## src/rtl/branch_seq_pkg.sv

```systemverilog
// Shared definitions for the branch sequencer: state encoding,
// condition codes driven to the condition flip-flop, and IR field positions.
package branch_seq_pkg;

    typedef enum logic [2:0] {
        ST_IDLE    = 3'd0,
        ST_REQ     = 3'd1,
        ST_STROBE  = 3'd2,
        ST_SETTLE  = 3'd3,
        ST_RESOLVE = 3'd4,
        ST_DONE    = 3'd5
    } state_e;

    localparam logic [1:0] COND_ZR = 2'b00;
    localparam logic [1:0] COND_NZ = 2'b01;
    localparam logic [1:0] COND_PL = 2'b10;
    localparam logic [1:0] COND_MI = 2'b11;

    localparam int unsigned C2_HI  = 20;
    localparam int unsigned C2_LO  = 19;
    localparam int unsigned OFF_HI = 18;

endpackage

```

## src/rtl/branch_seq.sv

```systemverilog
// Branch sequencer and PC owner: walks the condition flip-flop through
// select / strobe / settle / resolve, applies the sign-extended offset when
// CON is set, and handles the ordinary fetch increment while idle.
module branch_seq
    import branch_seq_pkg::*;
#(
    parameter int unsigned     PC_W     = 32,
    parameter int unsigned     OFF_W    = OFF_HI + 1,
    parameter logic [PC_W-1:0] RESET_PC = '0,
    parameter int unsigned     CNT_W    = 16
) (
    input  logic             clk,
    input  logic             clr_n,
    input  logic             fetch_inc,
    input  logic             br_start,
    input  logic [31:0]      br_ir,
    input  logic             con_in,
    output logic [1:0]       cond_sel,
    output logic             con_strobe,
    output logic             reg_out_req,
    output logic [PC_W-1:0]  pc,
    output logic             br_busy,
    output logic             br_done,
    output logic             br_taken,
    output logic [CNT_W-1:0] taken_count
);

    state_e             state_q, state_d;
    logic [PC_W-1:0]    pc_q, pc_d;
    logic [CNT_W-1:0]   taken_count_q, taken_count_d;
    logic [1:0]         c2_q, c2_d;
    logic [OFF_W-1:0]   off_q, off_d;
    logic [1:0]         cond_sel_q, cond_sel_d;
    logic               con_strobe_q, con_strobe_d;
    logic               reg_out_req_q, reg_out_req_d;
    logic               br_busy_q, br_busy_d;
    logic               br_done_q, br_done_d;
    logic               br_taken_q, br_taken_d;
    logic               taken_now;
    logic               in_seq;
    logic [PC_W-1:0]    off_ext;
    logic               unused_ir;

    assign unused_ir = ^br_ir[31:C2_HI+1];
    assign off_ext   = {{(PC_W-OFF_W){off_q[OFF_W-1]}}, off_q};

    // Next-state, PC/counter update, and output decode from the next state
    // so that every output is a flop aligned with the state it belongs to.
    always_comb begin
        state_d       = state_q;
        pc_d          = pc_q;
        taken_count_d = taken_count_q;
        c2_d          = c2_q;
        off_d         = off_q;
        taken_now     = 1'b0;

        case (state_q)
            ST_IDLE: begin
                if (br_start) begin
                    c2_d    = br_ir[C2_HI:C2_LO];
                    off_d   = br_ir[OFF_W-1:0];
                    state_d = ST_REQ;
                end else if (fetch_inc) begin
                    pc_d = pc_q + PC_W'(1);
                end
            end
            ST_REQ:    state_d = ST_STROBE;
            ST_STROBE: state_d = ST_SETTLE;
            ST_SETTLE: state_d = ST_RESOLVE;
            ST_RESOLVE: begin
                state_d   = ST_DONE;
                taken_now = con_in;
                if (con_in) begin
                    pc_d = pc_q + off_ext;
                    if (taken_count_q != '1) begin
                        taken_count_d = taken_count_q + CNT_W'(1);
                    end
                end
            end
            ST_DONE:   state_d = ST_IDLE;
            default:   state_d = ST_IDLE;
        endcase

        in_seq        = state_d inside {ST_REQ, ST_STROBE, ST_SETTLE, ST_RESOLVE};
        cond_sel_d    = in_seq ? c2_d : COND_ZR;
        con_strobe_d  = (state_d == ST_STROBE);
        reg_out_req_d = in_seq;
        br_busy_d     = in_seq;
        br_done_d     = (state_d == ST_DONE);
        br_taken_d    = taken_now;
    end

    // State, PC, counter and registered outputs with asynchronous clear.
    always_ff @(posedge clk or negedge clr_n) begin
        if (!clr_n) begin
            state_q       <= ST_IDLE;
            pc_q          <= RESET_PC;
            taken_count_q <= '0;
            c2_q          <= COND_ZR;
            off_q         <= '0;
            cond_sel_q    <= COND_ZR;
            con_strobe_q  <= 1'b0;
            reg_out_req_q <= 1'b0;
            br_busy_q     <= 1'b0;
            br_done_q     <= 1'b0;
            br_taken_q    <= 1'b0;
        end else begin
            state_q       <= state_d;
            pc_q          <= pc_d;
            taken_count_q <= taken_count_d;
            c2_q          <= c2_d;
            off_q         <= off_d;
            cond_sel_q    <= cond_sel_d;
            con_strobe_q  <= con_strobe_d;
            reg_out_req_q <= reg_out_req_d;
            br_busy_q     <= br_busy_d;
            br_done_q     <= br_done_d;
            br_taken_q    <= br_taken_d;
        end
    end

    assign cond_sel    = cond_sel_q;
    assign con_strobe  = con_strobe_q;
    assign reg_out_req = reg_out_req_q;
    assign pc          = pc_q;
    assign br_busy     = br_busy_q;
    assign br_done     = br_done_q;
    assign br_taken    = br_taken_q;
    assign taken_count = taken_count_q;

endmodule

```

## config.mk

```make
export PLATFORM = sky130hd
export DESIGN_NAME = branch_seq
export DESIGN_NICKNAME = d
export VERILOG_FILES = /design/src/rtl/branch_seq_pkg.sv /design/src/rtl/branch_seq.sv
export SDC_FILE = /design/constraint.sdc
export NUM_CORES = 1
export LEC_CHECK = 0
export CAP_MARGIN = 20
export CORE_ASPECT_RATIO = 0.75
export CORE_MARGIN = 8
export CORE_UTILIZATION = 59
export CTS_BUF_LIST = sky130_fd_sc_hd__clkbuf_8
export CTS_CLUSTER_SIZE = 14
export DETAILED_ROUTE_END_ITERATION = 12
export PLACE_DENSITY_LB_ADDON = 0.25
export SLEW_MARGIN = 30
export SYNTH_ARGS = -nofsm -noshare
export SYNTH_HDL_FRONTEND = slang
export SYNTH_SLANG_ARGS = --single-unit
```

## constraint.sdc

```tcl
create_clock -name clk -period 7 [get_ports clk]
set_input_delay 1.05 -clock clk [delete_from_list [all_inputs] [get_ports clk]]
set_output_delay 1.05 -clock clk [all_outputs]
set_load 0.02 [all_outputs]
```

==> summary.txt <==
Timing
  – Setup violators final: 0
  – Worst Skew: 16.5 ps
  – F_max: 0.251 GHz
  – Final hold vios: 0
  – Final Max Tran Viols: 0
  – Crit share post-route: 56.9%
  – Final min period: 3980 ps
  – Final hold slack: 496 ps
  – Least-Margin Pin Slew: 879 ps
  – Setup TNS: 0 ps
  – Worst rel slew slack: 41.3%
  – RSZ-0062 raised after global routing: no

Power and ir drop
  – Sequential Power Share: 38.2%
  – P_leak: 2.52 nW
  – PD cells: 325 nW/um^2
  – Internal power: 1.17 mW
  – Clock network fraction of total power: 20.7%
  – Comb power frac: 41.1%
  – P_sw: 0.734 mW
  – Switching Fraction: 38.5%
  – VDD IR max: 0.000254 V

Die
  – Core ar.: 7920 um^2
  – Die height: 94.5 um
  – Site Rows: 28
  – Initial Util: 61.2%
  – Total die area: 11400 um^2
  – Die span in x: 121 um
  – Ports: 92

GRT
  – GRT met3 Usage: 6.26%
  – Vias in the first global route: 3814
  – GRT overflow: 0
  – Grt peak-use layer: met2
  – Initial antenna violation count: 0
  – GR Util All Layers: 20.6%
  – M1 GR Usage: 27.9%
  – First-pass GRT wire length: 19.1 mm
  – Largest net degree at the start of global routing: 79
  – Met2 Resource Use GR: 31.3%

Clock network
  – Worst-skew pair later-pin latency: 360 ps
  – Hold Buf Count CTS: 0
  – Max Buffers Root-to-Sink: 2
  – Worst-path clk slew: 80 ps
  – CTS tree: yes
  – CTS-repair resized insts: 0
  – Post-CTS Setup Bufs: 0
  – # clock sinks: 78
  – Root Driver: clkbuf_8
  – TritonCTS Buffers: 9
  – H-tree levels: 3

Layout
  – Sequential cell area: 1950 um^2
  – Area grow syn2layout: 21.1%
  – Ant. Diodes: 0
  – Nets@finish: 603
  – Fillers: 580
  – Share of layout cells above drive strength 1: 13.2%
  – Area of the multi-input gates: 2720 um^2

Critical path
  – Worst setup path category: register to register
  – Worst R2R End: pc[24]$_DFFE_PN0P_
  – Crit end category: register
  – Crit-path cells: nor3b_4 -> nand2b_1 -> ha_1 -> fa_1 -> a211oi_1 -> o21a_1 -> o21bai_4 -> a21bo_1 -> mux2_4 -> nor2_2 -> xor2_1
  – Worst Setup Start Kind: register
  – R2R Path Start: state_q[2]$_DFF_PN0_
  – Crit path max fanout: 22
  – CP Data Required Time: 7280 ps
  – Setup slack, reg-to-reg: 3020 ps
  – Worst path top cell family by delay: compound AO/OA/AOI/OAI gates
  – CP max stage cell: nor3b_4
  – Worst-case reg-to-reg path depth: 11
  – Crit path arrival time: 4260 ps
  – Crit-path max cell delay: 810 ps
  – Worst path buffer plus inverter count: 0

Yosys
  – Synth top area share: 40.3%
  – Yosys cell types: 69
  – Synthesized area: 4840 um^2
  – Main area contributors after synthesis: dfrtp_1 40%, mux2_2 5.6%, ha_1 4.9%, xnor2_1 4.9%, nand2_1 3.4%
  – Top-count cell post-synth: dfrtp_1
  – Post-synth ARST share: 100%
  – Post-synth EDFFs: 0
  – Gate Count Post-Synth: 486
  – Most frequent cells after synthesis: 78 x dfrtp_1, 44 x nand2_1, 27 x xnor2_1
  – Mean post-synth cell area: 9.97 um^2
  – Post-synthesis sequential area ratio: 40.3%
  – FF+latch count, synth: 78
  – Syn nets: 543
  – Main flop type after synthesis: dfrtp_1
  – Leading area contributor after synthesis: dfrtp_1
  – YS warnings: 0

Drt
  – Via/cell ratio: 6.03
  – First-pass DRT Iterations: 5
  – Drt total wl: 11.5 mm
  – Drt first-iter violations: 260
  – WL/cell: 17.6 um
  – Vias: 3956
  – Residual DRC: 0
  – Post-route ant nets: 0

Hold path
  – Hold Path Stages: 1
  – Worst Hold End: taken_count[9]$_DFFE_PN0P_
  – Hold/Removal Path Class: register to register
  – Min-delay src: taken_count[9]$_DFFE_PN0P_

Placement
  – Placer Congestion: 0.878
  – Port Buffers: 80
  – Hpwl dp: 8.06 mm

Run
  – Max_cap viols: 0

Run status
  – Status: finished, final reports clean
worst reg2reg max path, stage by stage, from the launching register on:
cell and delay [ps]:
dfrtp_1 580, nor3b_4 810, nand2b_1 150, ha_1 270, fa_1 440, a211oi_1 360, o21a_1 260, o21bai_4 100
a21bo_1 330, mux2_4 360, nor2_2 90, xor2_1 160
state kept, by name (all words and copies together), names as in the netlist:
register     cells
br_busy          1
br_done          1
br_taken         1
c2_q             2
con_strobe       1
cond_sel         2
off_q           19
pc              32
state_q          3
taken_count     16
power groups by stage:
stage               clock network [mW]  registers [mW]  logic (mW)
CTS                              0.403           0.727       0.788
finish                           0.395           0.729       0.784
global route                     0.420           0.751       0.851
floorplan                            0           0.754       0.493
global placement                     0           0.724       0.755
detailed placement                   0           0.734       0.779
per-layer routing:
metal	part of all wire, %	wire (um)
met2	44	5120
met1	47	5420
met3	7.5	870
met4	1.1	127
met5	0	0
cell families after synthesis:
kind of cell / after synthesis / share of synthesized area [%]
muxes: 30 / 7.03
and+or+nand+nor: 169 / 19.1
AOI/OAI and AO/OA: 109 / 16.7
adders and majority gates: 20 / 5.32
xor gates and xnor gates: 43 / 7.78
DFF: 78 / 40.3
buffers and inverters: 37 / 3.77
layout make-up:
type,instances,share of cell area (%)
timing repair buffer,82,13.9
multi-input combinational,371,46.4
inverter,4,0.256
clock inverter,6,1.56
clock buffer,10,2.35
tap,105,2.24
sequential,78,33.3
how the worst max path moves through the flow:
stage                    startpoint  depth (start not counted)  slack [ps]                  to
2_1_floorplan  state_q[0]$_DFF_PN0_                         14        3840  pc[24]$_DFFE_PN0P_
4_1_cts        state_q[2]$_DFF_PN0_                         11        3060  pc[24]$_DFFE_PN0P_
6_report       state_q[2]$_DFF_PN0_                         11        3020  pc[24]$_DFFE_PN0P_
3_5_place_dp   state_q[2]$_DFF_PN0_                         11        3130  pc[24]$_DFFE_PN0P_
5_1_grt        state_q[2]$_DFF_PN0_                         11        2770  pc[30]$_DFFE_PN0P_
3_3_place_gp   state_q[2]$_DFF_PN0_                         11        3230  pc[30]$_DFFE_PN0P_
placed cells by master (no fill, tap or decap), drive strengths merged, types with 11 or more instances in the layout:
cell           instances
a21oi                 22
a21o                  13
nand4                 11
xnor2                 27
ha                    19
nor2                  22
and2                  24
nand2                 45
dfrtp                 78
o21ai                 25
clkdlybuf4s50         79
mux2                  26
xor2                  16
through the flow:
step                std cells  power, mW  setup slack [ps]  utilization, %  area [um^2]
global placement          640       1.48              3230            71.1         5630
finish                    656       1.91              3020            74.1         5860
detailed placement        640       1.51              3130            71.1         5630
CTS                       656       1.92              3060            74.0         5860
floorplan                 486       1.25              3840               -         4840
global route              656       2.02              2770            74.1         5860
Power figures use the tool's default switching activity.
